## src/rtl/mpsoc_msi_wb_burst_master.sv

```systemverilog
// mpsoc_msi_wb_burst_master: Wishbone B3 initiator running one classic cycle or registered-feedback burst per command
module mpsoc_msi_wb_burst_master #(
  parameter int DW = 32,
  parameter int AW = 32,
  parameter int LW = 8
) (
  input  logic            wb_clk_i,
  input  logic            wb_rst_ni,
  input  logic            cmd_valid_i,
  output logic            cmd_ready_o,
  input  logic            cmd_we_i,
  input  logic [AW-1:0]   cmd_adr_i,
  input  logic [LW-1:0]   cmd_len_i,
  input  logic [1:0]      cmd_bte_i,
  input  logic [DW/8-1:0] cmd_sel_i,
  input  logic            wdat_valid_i,
  output logic            wdat_ready_o,
  input  logic [DW-1:0]   wdat_i,
  output logic            rdat_valid_o,
  output logic [DW-1:0]   rdat_o,
  output logic            done_o,
  output logic [1:0]      status_o,
  output logic [LW:0]     beats_o,
  output logic [AW-1:0]   wb_adr_o,
  output logic [DW-1:0]   wb_dat_o,
  output logic [DW/8-1:0] wb_sel_o,
  output logic            wb_we_o,
  output logic [2:0]      wb_cti_o,
  output logic [1:0]      wb_bte_o,
  output logic            wb_cyc_o,
  output logic            wb_stb_o,
  input  logic            wb_ack_i,
  input  logic            wb_err_i,
  input  logic            wb_rty_i,
  input  logic [DW-1:0]   wb_dat_i
);
  localparam int BW = DW / 8;
  localparam int AB = $clog2(BW);
  typedef enum logic [1:0] {IDLE, WDATA, BUS, DONE} state_e;
  state_e            state_q, state_d;
  logic [LW-1:0]     len_q, len_d;
  logic [LW:0]       cnt_q, cnt_d;
  logic              cmd_ready_q, cmd_ready_d;
  logic              wdat_ready_q, wdat_ready_d;
  logic              rdat_valid_q, rdat_valid_d;
  logic [DW-1:0]     rdat_q, rdat_d;
  logic              done_q, done_d;
  logic [1:0]        status_q, status_d;
  logic [LW:0]       beats_q, beats_d;
  logic [AW-1:0]     adr_q, adr_d;
  logic [DW-1:0]     dat_q, dat_d;
  logic [BW-1:0]     sel_q, sel_d;
  logic              we_q, we_d;
  logic [2:0]        cti_q, cti_d;
  logic [1:0]        bte_q, bte_d;
  logic              cyc_q, cyc_d;
  logic              stb_q, stb_d;
  logic [AW-1:0]     adr_inc, adr_mask, adr_nxt;
  assign cmd_ready_o  = cmd_ready_q;
  assign wdat_ready_o = wdat_ready_q;
  assign rdat_valid_o = rdat_valid_q;
  assign rdat_o       = rdat_q;
  assign done_o       = done_q;
  assign status_o     = status_q;
  assign beats_o      = beats_q;
  assign wb_adr_o     = adr_q;
  assign wb_dat_o     = dat_q;
  assign wb_sel_o     = sel_q;
  assign wb_we_o      = we_q;
  assign wb_cti_o     = cti_q;
  assign wb_bte_o     = bte_q;
  assign wb_cyc_o     = cyc_q;
  assign wb_stb_o     = stb_q;
  // next beat address: plain increment, or increment confined to the aligned wrap block
  always_comb begin
    adr_inc  = adr_q + AW'(BW);
    adr_mask = (bte_q == 2'b00) ? '1 : AW'(((2 << bte_q) - 1) << AB);
    adr_nxt  = (adr_q & ~adr_mask) | (adr_inc & adr_mask);
  end
  // sequencing of command, write data and bus beats; outputs decoded from the next state
  always_comb begin
    state_d      = state_q;
    len_d        = len_q;
    cnt_d        = cnt_q;
    rdat_valid_d = 1'b0;
    rdat_d       = rdat_q;
    status_d     = status_q;
    beats_d      = beats_q;
    adr_d        = adr_q;
    dat_d        = dat_q;
    sel_d        = sel_q;
    we_d         = we_q;
    bte_d        = bte_q;
    case (state_q)
      IDLE: if (cmd_valid_i && cmd_ready_q) begin
        we_d    = cmd_we_i;
        adr_d   = cmd_adr_i;
        len_d   = cmd_len_i;
        bte_d   = cmd_bte_i;
        sel_d   = cmd_sel_i;
        cnt_d   = '0;
        state_d = cmd_we_i ? WDATA : BUS;
      end
      WDATA: if (wdat_valid_i && wdat_ready_q) begin
        dat_d   = wdat_i;
        state_d = BUS;
      end
      BUS: if (wb_err_i || wb_rty_i) begin
        status_d = wb_err_i ? 2'b01 : 2'b10;
        beats_d  = cnt_q;
        state_d  = DONE;
      end else if (wb_ack_i) begin
        cnt_d        = cnt_q + (LW+1)'(1);
        adr_d        = adr_nxt;
        rdat_d       = we_q ? rdat_q : wb_dat_i;
        rdat_valid_d = !we_q;
        status_d     = (cnt_q == {1'b0, len_q}) ? 2'b00 : status_q;
        beats_d      = (cnt_q == {1'b0, len_q}) ? cnt_d : beats_q;
        state_d      = (cnt_q == {1'b0, len_q}) ? DONE : we_q ? WDATA : BUS;
      end
      DONE: state_d = IDLE;
    endcase
    cmd_ready_d  = state_d == IDLE;
    wdat_ready_d = state_d == WDATA;
    done_d       = state_d == DONE;
    stb_d        = state_d == BUS;
    cyc_d        = (state_d == BUS) || (state_d == WDATA && cyc_q);
    cti_d        = (state_d != BUS || len_d == '0) ? 3'b000 :
                   (cnt_d == {1'b0, len_d}) ? 3'b111 : 3'b010;
  end
  // state and registered outputs; reset drops the bus cycle immediately
  always_ff @(posedge wb_clk_i or negedge wb_rst_ni) begin
    if (!wb_rst_ni) begin
      state_q      <= IDLE;
      len_q        <= '0;
      cnt_q        <= '0;
      cmd_ready_q  <= 1'b0;
      wdat_ready_q <= 1'b0;
      rdat_valid_q <= 1'b0;
      rdat_q       <= '0;
      done_q       <= 1'b0;
      status_q     <= '0;
      beats_q      <= '0;
      adr_q        <= '0;
      dat_q        <= '0;
      sel_q        <= '0;
      we_q         <= 1'b0;
      cti_q        <= '0;
      bte_q        <= '0;
      cyc_q        <= 1'b0;
      stb_q        <= 1'b0;
    end else begin
      state_q      <= state_d;
      len_q        <= len_d;
      cnt_q        <= cnt_d;
      cmd_ready_q  <= cmd_ready_d;
      wdat_ready_q <= wdat_ready_d;
      rdat_valid_q <= rdat_valid_d;
      rdat_q       <= rdat_d;
      done_q       <= done_d;
      status_q     <= status_d;
      beats_q      <= beats_d;
      adr_q        <= adr_d;
      dat_q        <= dat_d;
      sel_q        <= sel_d;
      we_q         <= we_d;
      cti_q        <= cti_d;
      bte_q        <= bte_d;
      cyc_q        <= cyc_d;
      stb_q        <= stb_d;
    end
  end
endmodule

```

## config.mk

```make
export PLATFORM = sky130hd
export DESIGN_NAME = mpsoc_msi_wb_burst_master
export DESIGN_NICKNAME = d
export VERILOG_FILES = /design/src/rtl/mpsoc_msi_wb_burst_master.sv
export SDC_FILE = /design/constraint.sdc
export NUM_CORES = 1
export LEC_CHECK = 0
export ABC_AREA = 1
export CORE_MARGIN = 3
export CORE_UTILIZATION = 42
export CTS_CLUSTER_SIZE = 8
export DETAILED_ROUTE_END_ITERATION = 12
export PLACE_DENSITY = 0.78
export SYNTH_ARGS = -nofsm -noshare
export SYNTH_HDL_FRONTEND = slang
export SYNTH_SLANG_ARGS = --single-unit
```

## constraint.sdc

```tcl
create_clock -name wb_clk_i -period 1.67 [get_ports wb_clk_i]
set_input_delay 0.334 -clock wb_clk_i [delete_from_list [all_inputs] [get_ports wb_clk_i]]
set_output_delay 0.334 -clock wb_clk_i [all_outputs]
set_load 0.01 [all_outputs]
```

==> impl_metrics.py <==
metrics = {
    "layout": {
        "final_common_cell": "nand2_1",
        "n_fill_cell": 1216,
        "layout.area.seq_um2": 3540,
        "area_delta_synth_final_pct": 64.2,
        "final_cell_mix": "nand2_1, clkdlybuf4s50_1, dfrtp_1",
        "multi_input_area_um2": 3500,
        "fin_area_um2": 11700,
        "nNetsFinal": 1309,
        "drive_gt1_share_pct": 25.6,
    },
    "setup_path": {
        "cp_max_fo": 8,
        "start_kind": "register",
        "path_class": "register to register",
        "reg2reg_depth": 7,
        "critPathRequiredTime_ns": 1.98,
        "crit_arrival_ns": 2.04,
        "regToRegSetupSlack_ns": -0.06,
        "cp-end-kind": "register",
    },
    "grt": {
        "grt_pass1_vias": 6932,
        "grtUsageTotal_pct": 24.0,
        "grt_start_max_net_pins": 87,
        "gr-total-overflow": 0,
        "grt_pass1_wl_um": 35000,
        "grt_antenna_before_repair": 1,
    },
    "clocking": {
        "cts_root_buffer": "clkbuf_16",
        "path_clk_slew_ns": 0.06,
        "clockBufferDepth": 2,
        "tritoncts": "yes",
        "clk_latency_ns": 0.42,
        "cts.sinks": 141,
        "numCtsBuffers": 17,
        "cts_max_level": 4,
    },
    "sta": {
        "fin_ws_ns": -0.0635,
        "rsz0062_at_grt": "yes",
        "period_share_pct": 104,
        "hold_viol_final": 0,
        "slew_headroom_pct": 66.8,
        "clock_skew_ns": 0.00957,
        "period_minus_slack_ns": 1.73,
        "tns_ns": -0.166,
        "tightest_slew_ns": 0.498,
        "fmax_mhz": 577,
        "slew_viol_final": 0,
        "setup_viol": 5,
    },
    "yosys": {
        "synth_ff_type": "dfrtp_1",
        "synth_warnings": 0,
        "synth_seq_cells": 141,
        "synth_area_um2": 7110,
        "syn_inst": 846,
        "async_flop_share_pct": 100,
        "syn_nets": 968,
        "synth-edff-count": 0,
        "yosysUniqueCellTypes": 41,
        "ys_seq_area_share_pct": 49.6,
        "syn_area_per_cell_um2": 8.40,
    },
    "drt": {
        "drt_wl_total_um": 23300,
        "wl_per_cell_um": 16.5,
        "drt-initial-drc-count": 498,
        "antenna_left": 0,
        "first_pass_iters": 5,
        "drcViolationCount": 0,
        "via_per_inst": 5.06,
        "vias": 7176,
    },
    "run_status": {
        "violations": "setup timing",
        "outcome": "complete, but fails checks",
    },
    "floorplanning": {
        "start_util_pct": 43.8,
        "core_um2": 16200,
        "rows": 46,
        "die-width_um": 136,
        "die_area_um2": 18500,
        "ios": 241,
        "fp.dieH_um": 136,
    },
    "power": {
        "p_int_mw": 12.4,
        "switchingPower_mw": 7.56,
        "seqPwrFrac_pct": 30.4,
        "powerDensity_nw_per_um2": 1710,
        "ir_drop_mv": 1.04,
        "leakagePower_nw": 6.05,
        "clock_power_share_pct": 20.8,
        "p_total_mw": 20.0,
        "p_sw_share_pct": 37.8,
        "p_comb_share_pct": 48.8,
    },
    "worst_hold_path": {
        "hp-class": "input pin to asynchronous set/reset pin",
    },
    "placed_design": {
        "dp_hpwl_um": 16300,
        "port_buffers": 240,
        "place_area_um2": 10200,
        "gp_congestion": 0.946,
        "dp_slack_ns": -0.386,
    },
    "job": {
        "maxCapViolCount": 0,
    },
}
-- path summary, 6_finish.rpt --
check,startpoint,endpoint
worst max-delay path,state_q[0]$_DFF_PN0_,status_o[0]$_DFFE_PN0P_
worst min-delay path,wb_rst_ni,cmd_ready_o$_DFF_PN0_
worst max register to register,state_q[0]$_DFF_PN0_,status_o[0]$_DFFE_PN0P_
worst min register to register,rdat_o[8]$_DFFE_PN0P_,rdat_o[8]$_DFFE_PN0P_
max in group asynchronous,wb_rst_ni,asynchronous set/reset pin
min in group wb_clk_i,wb_dat_i[13],rdat_o[13]$_DFFE_PN0P_
-- metal layers --
| metal | global-route usage (%) | vias to the layer above | wire (um) |
|---|---|---|---|
| met5 | 0 | - | 0 |
| met4 | 8.79 | 0 | 585 |
| met3 | 8.55 | 42 | 2260 |
| met2 | 38.3 | 315 | 11100 |
| met1 | 30.1 | 3392 | 9370 |
| li1 | - | 3427 | - |
-- through the flow --
step                instances  hold WS [ns]  utilization [%]
finish                   1417         0.443             71.9
global route             1417         0.447             71.9
CTS                      1405         0.432             68.6
detailed placement       1351         0.327             63.1
global placement         1351         0.329             63.1
floorplan                 846        0.0384                -
-- worst max-delay path, cell delays in order, from the launching register on --
cell and delay (ns):
dfrtp_1 0.41, inv_4 0.11, nand2_8 0.09, buf_4 0.16, nor2_1 0.34, nand2_4 0.16, or2_1 0.25, o21a_1 0.11
-- area by class of cell --
cell class,instances,area share (%)
Clock buffer,18,3.76
Clock inverter,14,1.76
Multi-Input combinational cell,596,30.0
Antenna cell,1,0.0214
Sequential cell,141,30.3
Inverter,82,2.88
Tap cell,216,2.31
Timing Repair Buffer,349,28.9
-- cell families (layout without fill, tap and decap cells) --
kind of cell	after synthesis	after routing	synth area share, %
adder cells (fa/ha/maj)	4	4	0.704
AO/OA/AOI/OAI	101	101	8.73
buffers and inverters	109	463	7.02
multiplexers	38	38	6.02
other	0	1	0
XOR/XNOR	14	14	1.73
flip-flops	141	141	49.6
AND/OR/NAND/NOR	439	439	26.2
-- timing repair --
action,CTS,global route
resized for setup,108,141
setup endpoints to repair,104,86
hold endpoints to repair,141,0
hold buffers,1,0
pin swaps,14,29
setup buffers,23,12
-- cell usage after synthesis, types with 9 or more instances --
master   number  area (um2)
xor2_1       12         105
nor2_1       57         214
nor3_1       14        70.1
nand3_1      52         260
dfrtp_1     141        3530
a31oi_1       9        56.3
inv_2        13        48.8
a21oi_1      31         155
inv_1        67         251
mux2_2       38         428
nand2_1     286        1070
buf_2        14        70.1
a22oi_1      15         113
o21ai_0      22         110
-- power groups by stage --
stage / Clock [mW] / Sequential [mW] / Combinational (mW)
2_1_floorplan: 0 / 6.69 / 3.58
4_1_cts: 4.23 / 6.07 / 9.24
5_1_grt: 4.38 / 6.26 / 10.6
6_report: 4.16 / 6.08 / 9.76
3_3_place_gp: 0 / 6.08 / 9.03
3_5_place_dp: 0 / 6.14 / 9.18
No activity file was read; power rests on OpenSTA's default activity.
